`src/rtl/ccu_ctrl_mu_arbiter.sv`:
```
// Round-robin arbiter sharing the CCU control memory unit between NoReq requesters,
// with selection lock until grant and starvation-driven urgent priority.

package ccu_ctrl_pkg;
  typedef enum logic [1:0] {
    MU_NOP   = 2'd0,
    MU_READ  = 2'd1,
    MU_WRITE = 2'd2,
    MU_FLUSH = 2'd3
  } mu_op_e;
endpackage

module ccu_ctrl_mu_arbiter
  import ccu_ctrl_pkg::*;
#(
  parameter int unsigned NoReq        = 2,
  parameter int unsigned NoMstPorts   = 4,
  parameter int unsigned StarveLimit  = 16,
  parameter bit          PerfCounters = 1'b1,
  parameter type         slv_req_t    = logic,
  localparam int unsigned MstIdxBits  = (NoMstPorts > 1) ? $clog2(NoMstPorts) : 1
) (
  input  logic                  clk_i,
  input  logic                  rst_ni,
  input  logic [NoReq-1:0]      req_i,
  input  mu_op_e                op_i              [NoReq],
  input  slv_req_t              holder_i          [NoReq],
  input  logic [MstIdxBits-1:0] first_responder_i [NoReq],
  output logic [NoReq-1:0]      gnt_o,
  output logic                  mu_req_o,
  output mu_op_e                mu_op_o,
  output slv_req_t              ccu_req_holder_o,
  output logic [MstIdxBits-1:0] first_responder_o,
  input  logic                  mu_gnt_i,
  output logic [2:0]            perf_evt_o
);

  localparam int unsigned IdxW = (NoReq > 1) ? $clog2(NoReq) : 1;
  localparam int unsigned CntW = (StarveLimit > 0) ? $clog2(StarveLimit + 1) : 1;

  logic [IdxW-1:0] rr_ptr_q;
  logic            lock_q;
  logic [IdxW-1:0] sel_q;
  logic [CntW-1:0] wait_cnt_q [NoReq];

  logic [NoReq-1:0] w_urgent;
  logic             w_found_urg;
  logic             w_found_req;
  logic [IdxW-1:0]  w_idx_urg;
  logic [IdxW-1:0]  w_idx_req;
  logic [IdxW-1:0]  w_sel;
  logic             w_active;
  logic             w_grant;

  // Index `off` positions after `base`, wrapping modulo NoReq.
  function automatic logic [IdxW-1:0] rot_idx(input logic [IdxW-1:0] base,
                                              input int unsigned     off);
    rot_idx = IdxW'((32'(base) + off) % NoReq);
  endfunction

  always_comb begin
    w_urgent = '0;
    for (int unsigned i = 0; i < NoReq; i++) begin
      w_urgent[i] = (StarveLimit != 0) && req_i[i] &&
                    (wait_cnt_q[i] == CntW'(StarveLimit));
    end
  end

  // First urgent and first requesting index at or after the pointer.
  always_comb begin
    w_found_urg = 1'b0;
    w_found_req = 1'b0;
    w_idx_urg   = '0;
    w_idx_req   = '0;
    for (int unsigned k = 0; k < NoReq; k++) begin
      if (!w_found_urg && w_urgent[rot_idx(rr_ptr_q, k)]) begin
        w_found_urg = 1'b1;
        w_idx_urg   = rot_idx(rr_ptr_q, k);
      end
      if (!w_found_req && req_i[rot_idx(rr_ptr_q, k)]) begin
        w_found_req = 1'b1;
        w_idx_req   = rot_idx(rr_ptr_q, k);
      end
    end
  end

  assign w_sel    = lock_q ? sel_q : (w_found_urg ? w_idx_urg : w_idx_req);
  assign w_active = req_i[w_sel];
  assign w_grant  = w_active & mu_gnt_i;
  assign mu_req_o = w_active;

  always_comb begin
    gnt_o             = '0;
    mu_op_o           = MU_NOP;
    ccu_req_holder_o  = '0;
    first_responder_o = '0;
    if (w_active) begin
      gnt_o[w_sel]      = mu_gnt_i;
      mu_op_o           = op_i[w_sel];
      ccu_req_holder_o  = holder_i[w_sel];
      first_responder_o = first_responder_i[w_sel];
    end
  end

  assign perf_evt_o = PerfCounters ?
                      {($countones(req_i) > 1), (w_active & ~mu_gnt_i),
                       (w_grant & w_urgent[w_sel])} : 3'b000;

  // A dropped locked request also releases the lock.
  always_ff @(posedge clk_i or negedge rst_ni) begin
    if (!rst_ni) begin
      rr_ptr_q <= '0;
      lock_q   <= 1'b0;
      sel_q    <= '0;
    end else if (w_grant) begin
      lock_q   <= 1'b0;
      rr_ptr_q <= rot_idx(w_sel, 1);
    end else if (w_active) begin
      lock_q   <= 1'b1;
      sel_q    <= w_sel;
    end else begin
      lock_q   <= 1'b0;
    end
  end

  always_ff @(posedge clk_i or negedge rst_ni) begin
    if (!rst_ni) begin
      for (int unsigned i = 0; i < NoReq; i++) wait_cnt_q[i] <= '0;
    end else begin
      for (int unsigned i = 0; i < NoReq; i++) begin
        if (gnt_o[i] || !req_i[i]) begin
          wait_cnt_q[i] <= '0;
        end else if (wait_cnt_q[i] != CntW'(StarveLimit)) begin
          wait_cnt_q[i] <= wait_cnt_q[i] + CntW'(1);
        end
      end
    end
  end

  a_lock_req_stable : assert property (@(posedge clk_i) disable iff (!rst_ni)
                                       lock_q |-> req_i[sel_q])
    else $warning("ccu_ctrl_mu_arbiter: locked requester %0d dropped its request", sel_q);

endmodule

```
`config.mk`:
```
export PLATFORM = sky130hd
export DESIGN_NAME = ccu_ctrl_mu_arbiter
export DESIGN_NICKNAME = d
export VERILOG_FILES = /design/src/rtl/ccu_ctrl_mu_arbiter.sv
export SDC_FILE = /design/constraint.sdc
export NUM_CORES = 1
export LEC_CHECK = 0
export ABC_AREA = 1
export BUFFER_PORTS_ARGS = -buffer_cell sky130_fd_sc_hd__buf_2
export CORE_MARGIN = 4
export CORE_UTILIZATION = 39
export DETAILED_ROUTE_END_ITERATION = 12
export MAX_ROUTING_LAYER = met4
export PLACE_DENSITY = 0.75
export REMOVE_ABC_BUFFERS = 1
export SLEW_MARGIN = 40
export SYNTH_ARGS = -nofsm -noshare
export SYNTH_HDL_FRONTEND = slang
export SYNTH_SLANG_ARGS = --single-unit
```
`constraint.sdc`:
```
create_clock -name clk_i -period 1.65 [get_ports clk_i]
set_input_delay 0.0825 -clock clk_i [delete_from_list [all_inputs] [get_ports clk_i]]
set_output_delay 0.0825 -clock clk_i [all_outputs]
set_load 0.02 [all_outputs]
```
### Word level (Yosys, flattened, before mapping)

Index checks and enable logic that the tools add are counted.

* order comparisons: 6
* multiplexer cells: 42
* multiply operators: 0
* shift-type cells: 0
* $add $sub $neg: 5
* divide/modulo/power cells: 0
* equality and inequality tests: 4
* reductions and logical operators: 14
* bitwise operators: 7

Operator list (number)
* 1-bit 2-to-1 mux: 28
* 5-bit 2-to-1 mux: 4
* 2-bit 2-to-1 mux: 9
* 5-bit by 1-bit adder with 5-bit output, second input constant: 2
* 5-bit == test, second input constant: 2
* 5-bit inequality test, second input constant: 2
* 1-bit by 2-bit less-than comparator with 1-bit output, second input constant: 3
* 1-bit logical AND: 5
* 1-bit zero test: 4
* 2-bit nonzero test: 2
* 1-bit bitwise AND: 3
* 1-bit adder, second input constant: 2
* 1-bit by 1-bit adder with 2-bit output: 1
* 2-bit bitwise AND: 1
* 2-bit greater-or-equal comparator, second input constant: 1
* 2-bit by 1-bit > comparator with 1-bit output, second input constant: 1
* 1-bit logical OR: 2
* 1-bit inverter: 2
* 1-bit inverter with 2-bit output: 1
* 2-bit AND reduction: 1
* 1-bit demux with 1-bit select: 1
* 1-bit greater-or-equal comparator, second input constant: 1

* output and inout port bits: 11
* bits in writable memories: 0
* word-level logic and storage cells: 83
* memories: 0
* register bits: 13
* bits in read-only memories: 0
* latch bits: 0
* input bits: 15

### Depth between registers and ports, before layout

* depth in word-level cells: 18
* depth in mapped cells: 14
* depth with buffers taken out: 14

### Least setup slack after synthesis

Ideal clock, no wire load.

* path kind: register to output
* start: register wait_cnt_q[5] (netlist bit)
* end: output port ccu_req_holder_o
* data arrival time: 1.622 ns
* slack: -0.054 ns
* cell stages (with the launch flop): 13
* required time: 1.567 ns
* path through: dfrtp_1 > inv_1 > ha_1 > nand2_1 > nor2_4 > nor2_1 > nor2_2 > nand2_4 > nand3_1 > nand2_2 > inv_2 > nand2_1 > inv_1

* elaborated cells on any way between the ends: 21

RTL lines
* start: declaration: RTL line 44 `logic [CntW-1:0] wait_cnt_q [NoReq];`
* start signal: indexed assignment: RTL line 134 `wait_cnt_q[i] <= wait_cnt_q[i] + CntW'(1);`
* 5-bit == test *: RTL line 65 `(wait_cnt_q[i] == CntW'(StarveLimit));`
* 1-bit logical AND *: RTL line 64 `w_urgent[i] = (StarveLimit != 0) && req_i[i] &&`
* 1-bit 2-to-1 mux (not written as such) (2 in a row): RTL line 76 `if (!w_found_urg && w_urgent[rot_idx(rr_ptr_q, k)]) begin`
* 1-bit 2-to-1 mux: RTL line 76
* 1-bit zero test: RTL line 76
* 1-bit logical AND: RTL line 76
* 1-bit 2-to-1 mux: RTL line 76
* 1-bit 2-to-1 mux * (2 in a row): RTL line 87 `assign w_sel = lock_q ? sel_q : (w_found_urg ? w_idx_urg : w_idx_req);`
* 1-bit 2-to-1 mux (not written as such) * (2 in a row): RTL line 88 `assign w_active = req_i[w_sel];`
* named net mu_req_o: RTL line 30 `output logic mu_req_o,`
* 1-bit 2-to-1 mux *: RTL line 97 `if (w_active) begin`
* end: declaration: RTL line 32 `output slv_req_t ccu_req_holder_o,`

The timed path passes the listed nets; every way through them passes the cells marked *. The select of a mux whose other input is x is not followed.

### Worst setup path after layout

* start: register wait_cnt_q[1] (netlist bit)
* end: output port mu_req_o

* word-level cells in the longest chain between the ends: 12
* elaborated cells on any way between the ends: 16

RTL lines (RTL line)
* 5-bit == test *: 65
* 1-bit logical AND *: 64
* 1-bit 2-to-1 mux (not written as such) (2 in a row): 76
* 1-bit 2-to-1 mux: 76
* 1-bit zero test: 76
* 1-bit logical AND: 76
* 1-bit 2-to-1 mux: 76
* 1-bit 2-to-1 mux * (2 in a row): 87
* 1-bit 2-to-1 mux (not written as such) * (2 in a row): 88
* end: declaration: 30

Every way passes the cells marked *; elsewhere a longest branch is shown, timed or not. The select of a mux whose other input is x is not followed.

==> results.tsv <==
metric	value	unit
slew_violations	0	
cts_buffer_depth	2	
root_buffer	clkbuf_4	
ys_warn_count	0	
worstPathRequired	1.57	ns
fin_crit	2.046	ns
placedCellCount	191	
crit_chain	inv_2, ha_4, nand2_2, inv_2, nand3_2, nor2_2, nor2_2, nand2_4, nand3_2, nand2_4, inv_6, buf_4, buf_6	
gp_congestion	0.7724	
worstPathMaxFanout	6	
cts-buffers-inserted	3	
synthCells	128	
path_delay_family	simple AND/OR/NAND/NOR gates	
status	complete, but fails checks	
rsz0062_at_grt	true	
insertion_delay	0.29	ns
io_buffer_count	25	
p_per_area	841.3	nW/um^2
wl	2471	um
vdd_drop_max	0.5907	mV
start_util	0.4189	
fin_cells	205	
arrival	1.96	ns
fin_skew	0.004433	ns
vias	962	
hpwlAfterDp	1706	um
crit_buf_inv	5	
ys_types	15	
p_total	0.001237	W
max_cap_viol_count	0	
async_flop_share	1.000	
critPathKind	register to output pin	
final_nets	197	
grt_pass1_wl	3939	um
clock.fmax	488.8	MHz
cts_max_level	1	
slowest_delay	0.40	ns
die_w	57.45	um
synth_edf_count	0	
cts_tree	built	
synth-seq-cells	13	
fp.dieH	57.45	um
failed_checks	negative setup slack	
synth_area	953.4	um^2
drtIter0Drc	10	
crit_path_start_kind	register	
num-fill-cells	168	
cts.clk_slew.worst_paths	0.08	ns
layout-drive-gt1-share	0.5650	
viasPerCell	4.693	
core_area	2276	um^2
postRouteAntennaNets	0	
tightestPinTransition	0.2844	ns
relSlewSlack	0.8097	
hold_viol_final	0	
final_core_util	0.6460	
ys_seq_area_frac	0.3412	
fin_crit_sh	1.240	
syn_area_per_cell	7.449	um^2
setup_viol	20	
die-area	3300	um^2
grt_pass1_vias	975	
grt.overflow.total	0	
min_path_type	primary input to register	
area.growth.synth_to_final	54.20	%
timing.final.ws_setup	-0.3957	ns
routedWlPerCell	12.05	um
drc	0	
pin_count	26	
clock_sinks	13	
cpMaxStageDelayCell	dfrtp_1	
dr.pass1.iters	5	
antenna_found_initial	0	
endpoint_kind	output pin	
track_usage	0.1526	
grt_max_degree	14	
ys.flop_type	dfrtp_1	
rows	17	
antenna_cells	0	
p_leak	0.8013	nW
-- placed cells by master (no fill, tap or decap), drive strengths merged --
master / instances
nand2: 42
clkinv: 1
inv: 26
dlygate4sd3: 1
nor2: 16
o21ai: 2
ha: 4
clkbuf: 3
xor2: 8
buf: 43
dfrtp: 13
nand3: 18
-- power by group --
| part | switching [W] | internal (W) | leakage [nW] | total (W) |
|---|---|---|---|---|
| registers | 0.0000292 | 0.000352 | 0.172 | 0.000381 |
| clock network | 0.000115 | 0.0000903 | 0.0177 | 0.000205 |
| logic | 0.000360 | 0.000291 | 0.612 | 0.000651 |
-- sequential cells by signal (all words and copies together) (netlist names) --
signal,count
lock_q,1
sel_q,1
rr_ptr_q,1
wait_cnt_q,10
-- layer usage --
metal / track usage / vias to the layer above / routed length (um)
met4: 0.07285 / 0 / 87
met2: 0.2677 / 21 / 1389
li1: - / 481 / -
met1: 0.1708 / 451 / 930
met3: 0.01584 / 9 / 65
met5: - / - / 0
-- stage by stage --
stage	hold slack, ns	instance area, um^2	TNS [ns]	setup slack, ns
floorplan	-0.2131	953.4	-0.2992	-0.05418
global placement	-0.02474	1189	0	0.01016
detailed placement	-0.01661	1189	-0.2309	-0.04741
CTS	0.1051	1335	-3.237	-0.3085
global route	0.1122	1470	-6.667	-0.4874
finish	0.1089	1470	-4.544	-0.3957
-- final timing paths --
kind / slack, ns / endpoint / cells past startpoint / start
hold / removal: 0.11 / wait_cnt_q[2] / 3 / req_i[1]
min in group asynchronous: 0.20 / rr_ptr_q / 2 / rst_ni
setup reg to reg: -0.13 / wait_cnt_q[8] / 13 / wait_cnt_q[6]
setup / recovery: -0.40 / mu_req_o / 13 / wait_cnt_q[1]
max in group asynchronous: 1.23 / wait_cnt_q[5] / 2 / rst_ni
hold reg to reg: 0.48 / sel_q / 2 / sel_q
-- area by class of cell --
type	instances	area, um^2	area share
clock buffer	3	22.52	0.01532
clock inverter	1	5.005	0.003404
inverter	26	102.6	0.06979
multi-input combinational	90	631.9	0.4298
sequential	13	325.3	0.2213
tap	28	35.03	0.02383
timing repair buffer	44	347.8	0.2366
-- cell usage after synthesis, types with 3 or more instances --
library cell	count	area, um^2
nand3_1	16	80.08
inv_2	3	11.26
nor2_4	3	33.78
nor2_1	10	37.54
xor2_1	8	70.07
dfrtp_1	13	325.3
nand2_1	32	120.1
ha_1	4	50.05
inv_1	23	86.33
nand2_4	4	45.04
nand2_2	4	25.02
nor2_2	3	18.77
-- worst reg2reg max path: stages, from the launching register on --
cell	delay [ns]
dfrtp_1	0.39
inv_2	0.08
ha_4	0.14
nand2_4	0.04
nor2_4	0.12
nor2_2	0.05
nor2_2	0.15
nand2_4	0.12
nand2_8	0.11
buf_6	0.11
nand3_4	0.09
buf_6	0.15
nand2_4	0.07
nor2_1	0.05
-- logic make-up after synthesis --
logic type	after synthesis	share of synthesized area
AOI/OAI and AO/OA	2	0.01050
xor gates and xnor gates	8	0.07349
adders and majority gates	4	0.05250
buffers and inverters	26	0.1024
DFF	13	0.3412
and+or+nand+nor	75	0.4200
-- repair_timing --
item / in CTS / in global routing
endpoints found under the hold margin: 13 / 0
gates resized for setup: 27 / 37
setup endpoints to repair: 10 / 23
cloned: 1 / 0
setup buffers: 2 / 7
pin swaps: 2 / 11
hold buffers: 1 / 0
Note: power is estimated with default switching activity, not from simulation.
